==> config.mk <==
export PLATFORM = sky130hd
export DESIGN_NAME = alu_byte_sched_flat
export DESIGN_NICKNAME = d
export VERILOG_FILES = /design/src/rtl/alu_byte_sched_if.sv /design/src/rtl/alu_byte_sched.sv /design/src/flat_wrapper.sv
export SDC_FILE = /design/constraint.sdc
export NUM_CORES = 1
export LEC_CHECK = 0
export ABC_AREA = 1
export CAP_MARGIN = 20
export CORE_MARGIN = 2
export CORE_UTILIZATION = 30
export CTS_CLUSTER_DIAMETER = 60
export DETAILED_ROUTE_END_ITERATION = 10
export HOLD_SLACK_MARGIN = 0.03
export SLEW_MARGIN = 20
export SYNTH_ARGS = -nofsm -noshare
export SYNTH_HDL_FRONTEND = slang
export SYNTH_SLANG_ARGS = --single-unit
export TNS_END_PERCENT = 10
==> constraint.sdc <==
create_clock -name clk -period 2 [get_ports clk]
set_input_delay 0.2 -clock clk [delete_from_list [all_inputs] [get_ports clk]]
set_output_delay 0.2 -clock clk [all_outputs]
set_load 0.05 [all_outputs]
==> src/rtl/alu_byte_sched_if.sv <==
`default_nettype none
// ============================================================================
// Module      : alu_byte_sched_if
// Description : Byte-wide ALU bus between the scheduler (master) and the
//               shared combinational 8-bit ALU (slave).
// Revision    : 1.0 - initial release
// ============================================================================
interface alu_byte_sched_if;
    logic [6:0] alu_cmd;
    logic [7:0] alu_inA;
    logic [7:0] alu_inB;
    logic       alu_sc_i;
    logic [7:0] alu_rslt;
    logic       alu_sc_o;

    modport master (
        output alu_cmd, alu_inA, alu_inB, alu_sc_i,
        input  alu_rslt, alu_sc_o
    );

    modport slave (
        input  alu_cmd, alu_inA, alu_inB, alu_sc_i,
        output alu_rslt, alu_sc_o
    );
endinterface
`default_nettype wire

==> src/rtl/alu_byte_sched.sv <==
`default_nettype none
// ============================================================================
// Module      : alu_byte_sched
// Description : Round-robin scheduler sharing one 8-bit ALU between two
//               requesters; runs 8..32-bit ops one byte slice per cycle with
//               the shift/carry bit chained between slices.
// Revision    : 1.0 - initial release
// ============================================================================
module alu_byte_sched #(
    parameter int NREQ = 2
) (
    input  wire logic            clk,
    input  wire logic            rst_n,
    input  wire logic [NREQ-1:0] req,
    input  wire logic [2:0]      op0,
    input  wire logic [2:0]      op1,
    input  wire logic [1:0]      len0,
    input  wire logic [1:0]      len1,
    input  wire logic [31:0]     a0,
    input  wire logic [31:0]     b0,
    input  wire logic [31:0]     a1,
    input  wire logic [31:0]     b1,
    output logic      [NREQ-1:0] gnt,
    output logic      [NREQ-1:0] done,
    output logic      [31:0]     rslt,
    output logic                 cout,
    output logic                 zero,
    output logic                 busy,
    alu_byte_sched_if.master     alu
);

    localparam logic [2:0] OP_ADD = 3'd0;
    localparam logic [2:0] OP_SRL = 3'd4;
    localparam logic [3:0] CMD_LO = 4'b0100;

    typedef enum logic [1:0] {
        ST_IDLE = 2'd0,
        ST_RUN  = 2'd1,
        ST_DONE = 2'd2
    } state_t;

    state_t      state_q, state_d;
    logic        owner_q, owner_d;
    logic        last_q,  last_d;
    logic [2:0]  op_q,    op_d;
    logic [1:0]  len_q,   len_d;
    logic [31:0] a_q,     a_d;
    logic [31:0] b_q,     b_d;
    logic [1:0]  idx_q,   idx_d;
    logic        carry_q, carry_d;
    logic [31:0] acc_q,   acc_d;
    logic [31:0] rslt_q,  rslt_d;
    logic        cout_q,  cout_d;
    logic        zero_q,  zero_d;

    logic        win;
    logic        op_valid;
    logic        is_srl;
    logic        last_byte;
    logic        carry_nxt;
    logic [7:0]  slice_a;
    logic [7:0]  slice_b;
    logic [7:0]  byte_res;

    assign rslt = rslt_q;
    assign cout = cout_q;
    assign zero = zero_q;
    assign busy = (state_q != ST_IDLE);

    // State register and datapath flops; reset aborts any op in flight.
    always_ff @(posedge clk or negedge rst_n) begin
        if (!rst_n) begin
            state_q <= ST_IDLE;
            owner_q <= 1'b0;
            last_q  <= 1'b1;
            op_q    <= 3'd0;
            len_q   <= 2'd0;
            a_q     <= 32'd0;
            b_q     <= 32'd0;
            idx_q   <= 2'd0;
            carry_q <= 1'b0;
            acc_q   <= 32'd0;
            rslt_q  <= 32'd0;
            cout_q  <= 1'b0;
            zero_q  <= 1'b0;
        end else begin
            state_q <= state_d;
            owner_q <= owner_d;
            last_q  <= last_d;
            op_q    <= op_d;
            len_q   <= len_d;
            a_q     <= a_d;
            b_q     <= b_d;
            idx_q   <= idx_d;
            carry_q <= carry_d;
            acc_q   <= acc_d;
            rslt_q  <= rslt_d;
            cout_q  <= cout_d;
            zero_q  <= zero_d;
        end
    end

    // Arbitration, byte-slice sequencing and ALU drive.
    always_comb begin
        state_d   = state_q;
        owner_d   = owner_q;
        last_d    = last_q;
        op_d      = op_q;
        len_d     = len_q;
        a_d       = a_q;
        b_d       = b_q;
        idx_d     = idx_q;
        carry_d   = carry_q;
        acc_d     = acc_q;
        rslt_d    = rslt_q;
        cout_d    = cout_q;
        zero_d    = zero_q;
        gnt       = '0;
        done      = '0;
        win       = 1'b0;
        op_valid  = (op_q <= OP_SRL);
        is_srl    = (op_q == OP_SRL);
        last_byte = 1'b0;
        carry_nxt = 1'b0;
        slice_a   = 8'd0;
        slice_b   = 8'd0;
        byte_res  = 8'd0;
        alu.alu_cmd  = 7'd0;
        alu.alu_inA  = 8'd0;
        alu.alu_inB  = 8'd0;
        alu.alu_sc_i = 1'b0;

        case (state_q)
            ST_IDLE: begin
                // rst_n gating keeps gnt low while reset is held.
                if (rst_n && (req[0] || req[1])) begin
                    // Tie goes to whoever was not served last.
                    win     = (req[0] && req[1]) ? ~last_q : req[1];
                    gnt[0]  = ~win;
                    gnt[1]  = win;
                    owner_d = win;
                    last_d  = win;
                    op_d    = win ? op1  : op0;
                    len_d   = win ? len1 : len0;
                    a_d     = win ? a1   : a0;
                    b_d     = win ? b1   : b0;
                    acc_d   = 32'd0;
                    carry_d = 1'b0;
                    // srl walks from the MSB byte down so the shifted-out bit
                    // of a higher byte lands in bit 7 of the next lower one.
                    idx_d   = ((win ? op1 : op0) == OP_SRL) ? (win ? len1 : len0) : 2'd0;
                    state_d = ST_RUN;
                end
            end

            ST_RUN: begin
                for (int i = 0; i < 4; i++) begin
                    if (idx_q == 2'(i)) begin
                        slice_a = a_q[i*8 +: 8];
                        slice_b = b_q[i*8 +: 8];
                    end
                end
                alu.alu_cmd  = op_valid ? {op_q, CMD_LO} : 7'd0;
                alu.alu_inA  = slice_a;
                alu.alu_inB  = slice_b;
                alu.alu_sc_i = carry_q;
                byte_res     = op_valid ? alu.alu_rslt : 8'd0;
                // Only add and srl propagate a chain bit.
                carry_nxt    = ((op_q == OP_ADD) || is_srl) ? alu.alu_sc_o : 1'b0;
                for (int i = 0; i < 4; i++) begin
                    if (idx_q == 2'(i)) begin
                        acc_d[i*8 +: 8] = byte_res;
                    end
                end
                carry_d   = carry_nxt;
                last_byte = is_srl ? (idx_q == 2'd0) : (idx_q == len_q);
                if (last_byte) begin
                    // Bytes above len stay zero, so the full-word NOR is
                    // the NOR of the valid bytes.
                    rslt_d  = acc_d;
                    cout_d  = carry_nxt;
                    zero_d  = ~|acc_d;
                    state_d = ST_DONE;
                end else begin
                    idx_d = is_srl ? (idx_q - 2'd1) : (idx_q + 2'd1);
                end
            end

            ST_DONE: begin
                done[0] = ~owner_q;
                done[1] = owner_q;
                state_d = ST_IDLE;
            end

            default: begin
                state_d = ST_IDLE;
            end
        endcase
    end

endmodule
`default_nettype wire

==> src/flat_wrapper.sv <==
// flat-port wrapper written by rule: the top's interface ports become plain ports
module alu_byte_sched_flat 
#(
    parameter int NREQ = 2
)
  (clk, rst_n, req, op0, op1, len0, len1, a0, b0, a1, b1, gnt, done, rslt, cout, zero, busy, alu_alu_cmd, alu_alu_inA, alu_alu_inB, alu_alu_sc_i, alu_alu_rslt, alu_alu_sc_o);
  alu_byte_sched_if alu_i ();
  input  wire logic clk;
  input  wire logic rst_n;
  input  wire logic [NREQ-1:0] req;
  input  wire logic [2:0] op0;
  input  wire logic [2:0] op1;
  input  wire logic [1:0] len0;
  input  wire logic [1:0] len1;
  input  wire logic [31:0] a0;
  input  wire logic [31:0] b0;
  input  wire logic [31:0] a1;
  input  wire logic [31:0] b1;
  output logic      [NREQ-1:0] gnt;
  output logic      [NREQ-1:0] done;
  output logic      [31:0] rslt;
  output logic cout;
  output logic zero;
  output logic busy;
  output wire logic [$bits(alu_i.alu_cmd)-1:0] alu_alu_cmd;
  output wire logic [$bits(alu_i.alu_inA)-1:0] alu_alu_inA;
  output wire logic [$bits(alu_i.alu_inB)-1:0] alu_alu_inB;
  output wire logic [$bits(alu_i.alu_sc_i)-1:0] alu_alu_sc_i;
  input wire logic [$bits(alu_i.alu_rslt)-1:0] alu_alu_rslt;
  input wire logic [$bits(alu_i.alu_sc_o)-1:0] alu_alu_sc_o;
  assign alu_alu_cmd = alu_i.alu_cmd;
  assign alu_alu_inA = alu_i.alu_inA;
  assign alu_alu_inB = alu_i.alu_inB;
  assign alu_alu_sc_i = alu_i.alu_sc_i;
  assign alu_i.alu_rslt = alu_alu_rslt;
  assign alu_i.alu_sc_o = alu_alu_sc_o;
  alu_byte_sched #(.NREQ(NREQ)) u_core (.clk(clk), .rst_n(rst_n), .req(req), .op0(op0), .op1(op1), .len0(len0), .len1(len1), .a0(a0), .b0(b0), .a1(a1), .b1(b1), .gnt(gnt), .done(done), .rslt(rslt), .cout(cout), .zero(zero), .busy(busy), .alu(alu_i));
endmodule
==> results.rst <==
.. list-table::
   :header-rows: 1

   * - Metric
     - Value
   * - Die Footprint
     - between 20000 and 25000 um2
   * - Reg clk slew, reported paths
     - 60 ps
   * - Area growth syn-to-layout
     - 52.6%
   * - Filler instances
     - 2302
   * - Core area
     - between 20000 and 25000 um2
   * - Row cnt
     - 55
   * - Number of diodes added for antenna fixing
     - 0
   * - Cell area after placement
     - roughly 9600 um2
   * - Share of synthesized flip-flops with an asynchronous set or reset
     - 100%
   * - Total area of sequential cells
     - 3550 um2
   * - Distinct cell type count of the synthesized netlist
     - 29
   * - Area occupied by multi-input gates
     - approximately 3200 um2
   * - Count of mapped cells out of synthesis
     - 914
   * - Mean instance size in the synthesized netlist
     - 7.69 um2
   * - Fraction of layout instances using a drive strength above 1
     - between 10% and 20%
   * - Port buffer count
     - 210
   * - Largest driver fanout on the critical path
     - 17
   * - Vias in the first global route
     - 6954
   * - DR vias
     - 6821
   * - Final setup violating endpoints
     - 17
   * - Total internal power
     - 10.2 mW
   * - Pre-CTS setup slack
     - -47.9 ps
   * - Ratio of total power to cell area
     - 1770 nW/um2
   * - Leak
     - 4.76 nW
   * - Total iterations of the first detailed-routing run
     - 5
   * - Clk Latency, worst-skew pair
     - 420 ps
   * - Max-capacitance violation count
     - 0
   * - Max rail drop VDD
     - 0.000762 V
   * - Part of the Yosys area used for sequential elements
     - just over 50%
   * - Initial DRC Count
     - roughly 390
   * - Count of final hold-check violations
     - 0
   * - Antenna violations before repair
     - 0
   * - Critical path arrival
     - just under 2000 ps
   * - Final GP Congestion
     - 0.810
   * - Highest clock rate
     - 0.458 GHz
   * - Max transition margin
     - 45.7%
   * - Final net count
     - 1276
   * - Share of total power in combinational logic
     - 56.7%
   * - Depth of the CTS H-tree
     - 4
   * - Cells taking the most area after synthesis
     - dfrtp_1, nand2_1, o21ai_0
   * - WL final
     - between 20000 and 25000 um
   * - Violations in the final reports
     - negative setup slack
   * - Post-layout minimum cycle time
     - 2180 ps
   * - Switching Fraction
     - 46.0%
   * - Clock power frac
     - approximately 17%
   * - Width of the die
     - 157 um
   * - Maximum number of pins on one net before global-route repair
     - 143
   * - Class of the most critical setup path
     - reg2out
   * - Worst Skew
     - 11.1 ps
   * - Buffer cell driving the clock tree root
     - clkbuf_16
   * - Synthesized flop and latch total
     - 142
   * - Power, Total
     - roughly 19 mW
   * - Final critical-path share of the clock period
     - 109%
   * - Reg power frac
     - between 20% and 30%
   * - RSZ-0062 raised after global routing
     - true
   * - Final WS setup
     - -182 ps
   * - Required time at the worst-slack endpoint
     - roughly 1800 ps
   * - Total DRC errors in the routed layout
     - 0
   * - HPWL reported at the end of detailed placement
     - 15500 um
   * - Wire length of the first global-routing pass
     - 36400 um
   * - Max-slew violations
     - 0
   * - Sinks on Clock Net
     - roughly 140
   * - Post-route setup TNS
     - -2350 ps
   * - Global-route usage over all layers
     - 19.2%
   * - Count of flip-flops with a built-in enable after synthesis
     - 0
   * - Class of the tightest hold or removal check
     - in2reg
   * - Maximum clock path buffer count
     - 2
   * - Average via count per standard cell
     - 4.71
   * - Most area-hungry cell type in the Yosys netlist
     - dfrtp_1
   * - Synth Warn #
     - 0
   * - Most common flop cell mapped by yosys
     - dfrtp_1
   * - Detail Route Antenna Nets
     - 0
   * - Num CTS Buffers
     - 17
   * - Actual slew at the worst max-slew pin
     - 814 ps
   * - Area fraction of the dominant cell type after synthesis
     - approximately half
   * - CP endpoint kind
     - output pin
   * - CTS tree
     - built
   * - Status
     - finished, violations left
   * - Min Hold Slack
     - 266 ps
   * - Initial Utilization
     - 30.8%
   * - Switching power of the nets
     - 8.71 mW
   * - DR WL/cell
     - around 16 um
   * - Critical path startpoint category
     - flip-flop
   * - Num ports
     - around 210
   * - Die boundary height
     - 157 um
   * - Grt total ovfl
     - 0
   * - Cell area after layout
     - 10700 um2
   * - Post-Syn Area
     - approximately 7000 um2
## kinds of logic after synthesis
logic type      after synthesis  synth area share, %
simple gates                486                 28.1
compound gates              169                 12.5
flops                       142                 50.6
buf+inv                     109                 7.69
fa+ha+maj                     4                0.712
xor+xnor                      3                0.374
other cells                   1               0.0534
## sequential cells by signal (all words and copies together) (netlist names)
name            flops
u_core.owner_q      1
u_core.b_q         32
u_core.carry_q      1
u_core.cout         1
u_core.len_q        2
u_core.last_q       1
u_core.state_q      2
u_core.idx_q        2
u_core.op_q         3
u_core.rslt        32
u_core.acc_q       32
u_core.a_q         32
u_core.zero         1
## power groups by stage
stage	sequential [mW]	clock, mW	combinational (mW)
2_1_floorplan	5.66	0	5.48
3_3_place_gp	4.90	0	9.36
3_5_place_dp	4.91	0	9.45
4_1_cts	4.90	3.38	10.5
5_1_grt	5.07	3.51	11.7
6_report	4.91	3.30	10.7
## area by class of cell
class                   count  share of cell area, %
clock inverters            12                   1.48
clock buffers              20                   4.26
repair buffers            245                   25.7
well taps                 313                   3.65
flip-flops and latches    142                   33.2
multi-input cells         665                   29.7
inverters                  50                   2.08
## through the flow
step / cells / util, %
final: 1447 / 46.9
after global routing: 1447 / 46.9
after CTS: 1444 / 46.4
after detailed placement: 1404 / 42.0
after global placement: 1404 / 42.0
after floorplan: 916 / -
## synth_stat cells, types with 4 or more instances
master and instances:
a21oi_1 32, buf_2 21, buf_4 8, buf_6 10
clkbuf_1 19, dfrtp_1 141, ha_1 4, inv_1 46
inv_2 4, nand2_1 343, nand3_1 93, nor2_1 38
nor3_1 4, o21ai_0 98, o21ai_1 19, o22ai_1 16
## routing by layer
metal | track usage, % | vias up | share of wire [%]
li1 | - | 3378 | -
met3 | 6.08 | 21 | 6.6
met1 | 24.2 | 3203 | 44
met5 | 0 | - | 0
met2 | 31.9 | 219 | 48
met4 | 4.85 | 0 | 1.4
## repair_timing
item | 4_1_cts | 5_1_grt
gates cloned | 5 | 2
pin swaps | 2 | 11
resized for setup | 95 | 22
endpoints found under the hold margin | 141 | 0
setup buffers | 2 | 1
hold buffers | 1 | 0
endpoints found under the setup margin | 18 | 19
## worst max-delay path, stage by stage, from the launching register on
cell	delay [ps]
dfrtp_1	400
buf_6	130
ha_4	200
inv_8	130
nor2_1	60
o21ai_2	180
o21ai_1	120
a21oi_2	160
buf_6	170
## worst paths after layout
kind                            startpoint               to  slack, ps  depth (start not counted)
max                        u_core.idx_q[0]   alu_alu_inA[1]       -180                          8
min                                  rst_n  u_core.len_q[1]        270                          5
max reg2reg                u_core.idx_q[0]  u_core.rslt[26]        150                         10
min reg2reg                  u_core.last_q    u_core.last_q        480                          2
max in group asynchronous            rst_n   u_core.a_q[26]        850                          3
min in group asynchronous            rst_n  u_core.rslt[29]        530                          3
## cell usage in the layout (no fill, tap or decap), types with 2 or more instances in the layout
cell,count
buf_12,18
conb_1,3
a21oi_4,5
clkdlybuf4s50_1,183
o21ai_2,14
nand2_2,4
nand2_1,342
a31oi_1,2
o22ai_1,16
ha_4,4
nand3_1,93
inv_2,4
o21ai_0,55
buf_8,3
xnor2_1,2
clkbuf_8,2
nor2_1,37
bufinv_16,3
nor2_4,2
inv_6,3
nor2_2,2
a21oi_1,11
a21oi_2,17
clkinvlp_4,7
clkbuf_16,19
nor3_1,3
buf_6,18
o21ai_1,48
buf_4,15
inv_1,40
buf_16,4
dfrtp_1,141
No activity file was read; power rests on OpenSTA's default activity.
